File: config.mk
export PLATFORM = sky130hd
export DESIGN_NAME = serial_pad_scanner
export DESIGN_NICKNAME = d
export VERILOG_FILES = /design/src/rtl/serial_pad_scanner.sv
export SDC_FILE = /design/constraint.sdc
export NUM_CORES = 1
export LEC_CHECK = 0
export CORE_MARGIN = 10
export CORE_UTILIZATION = 45
export DETAILED_ROUTE_END_ITERATION = 10
export HOLD_SLACK_MARGIN = 0.1
export PLACE_DENSITY = 0.7
export SLEW_MARGIN = 30
export SYNTH_ARGS = -nofsm -noshare
export SYNTH_HDL_FRONTEND = slang
export SYNTH_SLANG_ARGS = --single-unit
File: constraint.sdc
create_clock -name clk -period 1.95 [get_ports clk]
set_input_delay 0.2925 -clock clk [delete_from_list [all_inputs] [get_ports clk]]
set_output_delay 0.2925 -clock clk [all_outputs]
set_load 0.02 [all_outputs]
File: src/rtl/serial_pad_scanner.sv
// Scans NES/SNES-style shift-register game pads in parallel and reports the
// button state of every pad plus the press/release edges once per frame.
module serial_pad_scanner #(
    parameter int NUM_PADS = 2,
    parameter int NUM_BITS = 8,
    parameter int DIV      = 4
) (
    input  logic                         clk,
    input  logic                         reset_n,
    input  logic                         start,
    input  logic                         continuous,
    input  logic [NUM_PADS-1:0]          data_in,
    output logic                         latch_out,
    output logic                         pad_clk_out,
    output logic [NUM_PADS*NUM_BITS-1:0] buttons,
    output logic [NUM_PADS*NUM_BITS-1:0] pressed,
    output logic [NUM_PADS*NUM_BITS-1:0] released,
    output logic                         valid,
    output logic                         busy
);
    localparam int W  = NUM_PADS * NUM_BITS;
    localparam int CW = (2 * DIV > 1) ? $clog2(2 * DIV) : 1;
    localparam int BW = (NUM_BITS > 1) ? $clog2(NUM_BITS) : 1;
    localparam logic [CW-1:0] LATCH_LAST = CW'(2 * DIV - 1);
    localparam logic [CW-1:0] PHASE_LAST = CW'(DIV - 1);
    localparam logic [BW-1:0] BIT_LAST   = BW'(NUM_BITS - 1);

    typedef enum logic [2:0] {IDLE, LATCH, LOW, HIGH, DONE} state_t;

    state_t        state_reg, state_next;
    logic [CW-1:0] cnt_reg, cnt_next;
    logic [BW-1:0] bit_reg, bit_next;
    logic          sample_en;
    logic          latch_reg, pad_clk_reg, valid_reg;
    logic [W-1:0]  shift_reg, shift_next;
    logic [W-1:0]  buttons_reg, pressed_reg, released_reg;

    // Each pad's field shifts left, so the first bit read ends up in its MSB.
    generate
        for (genvar gi = 0; gi < NUM_PADS; gi++) begin : g_pad
            assign shift_next[gi*NUM_BITS +: NUM_BITS] =
                {shift_reg[gi*NUM_BITS +: NUM_BITS-1], ~data_in[gi]};
        end
    endgenerate

    always_comb begin
        state_next = state_reg;
        cnt_next   = cnt_reg + 1'b1;
        bit_next   = bit_reg;
        sample_en  = 1'b0;
        case (state_reg)
            IDLE: begin
                cnt_next = '0;
                if (start || continuous) begin
                    state_next = LATCH;
                end
            end
            LATCH: begin
                if (cnt_reg == LATCH_LAST) begin
                    state_next = LOW;
                    cnt_next   = '0;
                    bit_next   = '0;
                end
            end
            LOW: begin
                if (cnt_reg == PHASE_LAST) begin
                    sample_en  = 1'b1;
                    cnt_next   = '0;
                    state_next = (bit_reg == BIT_LAST) ? DONE : HIGH;
                end
            end
            HIGH: begin
                if (cnt_reg == PHASE_LAST) begin
                    state_next = LOW;
                    cnt_next   = '0;
                    bit_next   = bit_reg + 1'b1;
                end
            end
            DONE: begin
                state_next = IDLE;
                cnt_next   = '0;
            end
            default: begin
                state_next = IDLE;
                cnt_next   = '0;
            end
        endcase
    end

    always_ff @(posedge clk or negedge reset_n) begin
        if (!reset_n) begin
            state_reg    <= IDLE;
            cnt_reg      <= '0;
            bit_reg      <= '0;
            latch_reg    <= 1'b0;
            pad_clk_reg  <= 1'b0;
            valid_reg    <= 1'b0;
            shift_reg    <= '0;
            buttons_reg  <= '0;
            pressed_reg  <= '0;
            released_reg <= '0;
        end else begin
            state_reg   <= state_next;
            cnt_reg     <= cnt_next;
            bit_reg     <= bit_next;
            // Pad strobes are decoded from the next state so they come straight off flops.
            latch_reg   <= (state_next == LATCH);
            pad_clk_reg <= (state_next == HIGH);
            valid_reg   <= (state_reg == DONE);
            if (sample_en) begin
                shift_reg <= shift_next;
            end
            if (state_reg == DONE) begin
                buttons_reg  <= shift_reg;
                pressed_reg  <= shift_reg & ~buttons_reg;
                released_reg <= ~shift_reg & buttons_reg;
            end
        end
    end

    assign latch_out   = latch_reg;
    assign pad_clk_out = pad_clk_reg;
    assign buttons     = buttons_reg;
    assign pressed     = pressed_reg;
    assign released    = released_reg;
    assign valid       = valid_reg;
    assign busy        = (state_reg != IDLE);
endmodule

Word-level counts from Yosys, hierarchy flattened
Cells that the tools add are included.

Bits of input ports: 6. Register bits: 76. Word-level logic and storage cells: 49. Output and inout port bits: 52.

Add/sub/neg operators: 2. Bitwise logic cells: 6. Reduce and logical (&&, ||, !) cells: 6. Eq/ne operators: 11. Muxes and demuxes: 14.

Operators by type and width (count): 16-bit bitwise AND (2); 16-bit inverter (2); 3-bit two-way mux (9); 3-bit by 2-bit equality test with 1-bit output (second input constant) (4); 3-bit case mux with 2 select lines (2); 3-bit case mux with 4 select lines (1); 3-bit equality test (second input constant) (3); 3-bit by 1-bit adder with 3-bit output (second input constant) (2); 3-bit by 1-bit equality test with 1-bit output (second input constant) (2); 2-bit inequality test (second input constant) (2); 3-bit zero test (1); 3-bit AND reduction (1); 3-bit nonzero test (1); 1-bit two-way mux (2); 1-bit inverter (2); 2-bit nonzero test (1); 2-bit OR reduction (1); 1-bit logical OR (1).

Longest topological paths before layout
Depth after elaboration: 5. Depth in mapped cells: 7. Depth with buffers taken out: 5.

Worst setup path after synthesis
OpenSTA, ideal clock, no wires.

Path type: register to register. From: reg cnt_reg[0]. To: reg shift_reg[10]. Arrival time: 1.628 ns. Cell stages (with the launch flop): 7. Path slack: 0.197 ns. Period minus slack after synthesis: 1.753 ns. Cell sequence: dfrtp_1 -> ha_1 -> ha_1 -> nor4bb_1 -> buf_4 -> buf_4 -> mux2_2.

Longest elaborated chain between the ends: 3.

RTL lines: start, declared (line 31) `logic [CW-1:0] cnt_reg, cnt_next;`; start signal, assigned (line 104) `cnt_reg <= cnt_next;`; 3-bit by 2-bit equality test with 1-bit output (line 66) `if (cnt_reg == PHASE_LAST) begin`; 1-bit two-way mux (line 66); 1-bit two-way mux (line 51) `case (state_reg)`; end signal, assigned (line 111) `shift_reg <= shift_next;`; end, declared (line 35) `logic [W-1:0] shift_reg, shift_next;`.

No other way between the ends. A chain may end at the register's enable or synchronous reset.

Final worst setup path
From: reg state_reg[2]. To: out busy.

Longest elaborated chain between the ends: 1.

RTL lines: start, declared (line 30) `state_t state_reg, state_next;`; start signal, assigned (line 103) `state_reg <= state_next;`; 3-bit nonzero test (line 127) `assign busy = (state_reg != IDLE);`; end, declared (line 19) `output logic busy`.

No other way between the ends.

==> impl_metrics.tcl <==
set metrics [dict create \
    outcome "finished clean" \
    synth_warnings 0 \
    dpl.cell_count 404 \
    worstPathBufferInverterCount 1 \
    ios 58 \
    clock_latency_ns 0.36 \
    place.gp.congestion 0.721 \
    fin_crit_ns 1.81 \
    syn_avg_cell_area_um2 12.3 \
    hp-class "primary input to asynchronous set/reset pin" \
    overflow 0 \
    ys_ff_latch 76 \
    critPathCaptureType "output pin" \
    reg2reg_depth 2 \
    p_clk_frac 0.324 \
    ys_types 29 \
    hold_slack_ns 0.398 \
    dr_total_vias 1990 \
    worst_slew_pin_slew_ns 0.842 \
    antenna_found_initial 0 \
    switching_power_w 0.00107 \
    p_per_area_nw_per_um2 938 \
    die_area_um2 10800 \
    areaGrowthSynthToFinish_pct 28.8 \
    drt_first_pass_iters 4 \
    finalSetupTns_ns 0 \
    ys_top_cells_by_count "dfrtp_1, nand2_1, nand2b_1, o21ai_0, mux2_2" \
    crit_cells 2 \
    ys_seq_area_frac 0.600 \
    pwr-share-comb 0.179 \
    syn-num-nets 270 \
    leakage_nw 1.83 \
    crit_chain "or3_1 > dlygate4sd2_1" \
    drcViolationCount 0 \
    grt_max_degree 69 \
    clockRootBuffer "clkbuf_8" \
    yosys.area.top_type_share 0.600 \
    cts_tree "built" \
    worstReg2RegStart "state_reg[2]$_DFF_PN0_" \
    seqPwrFrac 0.497 \
    startpoint_type "flop" \
    power_w 0.00383 \
    period_share 0.928 \
    yosys.cell_count.top_type "dfrtp_1" \
    slew_viol_final 0 \
    post-place-ws_ns 0.148 \
    clockBufferDepth 2 \
    reg2reg_slack_ns 0.17 \
    nNetsFinal 332 \
    critical_path.slowest_cell "dfrtp_1" \
    final_antenna_net_count 0 \
    maxCapViolCount 0 \
    syn_inst 258 \
    core_um2 6830 \
    diodes 0 \
    multiInputGateArea_um2 1180 \
    required_ns 1.66 \
    cp_slowest_stage_delay_ns 0.43 \
    cts_buffers 9 \
    rsz0062_at_grt "false" \
    clk_pin_slew_ns 0.09 \
    synth_edf_count 0 \
    synth_area_um2 3170 \
    drt_iter0_drc 65 \
    final-hold-violation-count 0 \
    fin_skew_ns 0.0138 \
    maxSlewHeadroom 0.439 \
    grt_pass1_vias 1954 \
    avgRoutedWirePerCell_um 14.2 \
    rows 30 \
    seq_area_um2 1900 \
    n_fill_cell 578 \
    vias_per_cell 4.73 \
    drive_gt1_frac 0.185 \
    grt_pass1_wl_um 9970 \
    clock-sinks 76 \
    setup_violations 0 \
    fp.dieW_um 104 \
    ys_async_sr_fraction 1.00 \
    p_int_w 0.00276 \
    dp_hpwl_um 4200 \
    synthTopCellsByArea "dfrtp_1, mux2_4, nand2b_1" \
    totalWireLength_um 5980 \
    portBuffers 57 \
    final_cells 421 \
    switching_share 0.280 \
    critPathTopFamily "flip-flops" \
    initial_core_util 0.464 \
    synth_largest_area_cell "dfrtp_1" \
    die_h_um 104 \
    r2r-end "buttons[0]$_DFFE_PN0P_" \
    max_freq_ghz 0.553 \
    ys.flop_type "dfrtp_1" \
    fin_ws_ns 0.140 \
    crit_arrival_ns 1.52 \
    path_max_fanout 4 \
    gr-usage-all-layers 0.112 \
    ctsHtreeMaxLevel 3 \
    worstSetupPathType "flop to output pin" \
    max-vdd-ir-drop_v 0.000585 \
]
[what timing repair did]
| item | CTS | global route |
|---|---|---|
| resized for setup | 1 | 1 |
| setup buffers | 0 | 0 |
| setup endpoints to repair | 1 | 14 |
| hold endpoints to repair | 29 | 0 |
| hold buffers | 1 | 0 |
[routing by layer]
layer / part of all wire / vias up / track usage
li1: - / 992 / -
met1: 0.44 / 943 / 0.135
met2: 0.48 / 44 / 0.178
met3: 0.057 / 11 / 0.0347
met4: 0.021 / 0 / 0.0567
met5: 0 / - / 0
[cell families after synthesis]
family | synth area share
and+or+nand+nor | 0.142
DFF | 0.600
AOI/OAI and AO/OA | 0.0698
muxes | 0.131
buffers and inverters | 0.0335
adders and majority gates | 0.0237
[cell usage in the layout, fill, tap and decap left out]
master / count
a2111oi_0: 1
a21oi_1: 4
a22o_1: 2
a22oi_1: 1
and2_1: 1
and3_1: 1
buf_12: 2
buf_4: 6
bufinv_16: 1
clkbuf_8: 10
clkdlybuf4s50_1: 55
clkinv_4: 2
clkinvlp_4: 2
dfrtp_1: 76
dlygate4sd2_1: 1
dlygate4sd3_1: 1
ha_1: 5
ha_2: 1
inv_1: 4
inv_6: 1
mux2_2: 17
mux2_4: 15
nand2_1: 32
nand2b_1: 32
nand3b_1: 2
nor2_1: 5
nor2b_1: 2
nor3_1: 2
nor3b_1: 4
nor4bb_4: 1
o21a_1: 1
o21ai_0: 32
or2_2: 1
or3_1: 1
or3b_4: 1
[how the worst max path moves through the flow]
stage,startpoint,to
6_report,state_reg[2]$_DFF_PN0_,busy
4_1_cts,state_reg[2]$_DFF_PN0_,busy
3_3_place_gp,cnt_reg[0]$_DFF_PN0_,shift_reg[4]$_DFFE_PN0P_
3_5_place_dp,cnt_reg[0]$_DFF_PN0_,shift_reg[2]$_DFFE_PN0P_
2_1_floorplan,cnt_reg[0]$_DFF_PN0_,shift_reg[10]$_DFFE_PN0P_
5_1_grt,cnt_reg[0]$_DFF_PN0_,state_reg[0]$_DFF_PN0_
[per-stage QoR]
| stage | utilization | instance area (um2) |
|---|---|---|
| 2_1_floorplan | - | 3170 |
| 3_3_place_gp | 0.566 | 3860 |
| 3_5_place_dp | 0.566 | 3860 |
| 4_1_cts | 0.597 | 4080 |
| 5_1_grt | 0.598 | 4080 |
| 6_report | 0.598 | 4080 |
[power groups by stage]
stage / logic, W / registers [W] / clock network (W)
floorplan: 0.000448 / 0.00191 / 0
global placement: 0.000675 / 0.00193 / 0
detailed placement: 0.000698 / 0.00194 / 0
CTS: 0.000700 / 0.00191 / 0.00127
global route: 0.000780 / 0.00194 / 0.00134
finish: 0.000687 / 0.00190 / 0.00124
[final cells by class]
type	count	area share
Clock buffer	10	0.0337
Clock inverter	6	0.0175
Inverter	4	0.00368
Multi-Input combinational cell	164	0.290
Sequential cell	76	0.466
Tap cell	96	0.0294
Timing Repair Buffer	65	0.160
Note: power is estimated with default switching activity, not from simulation.
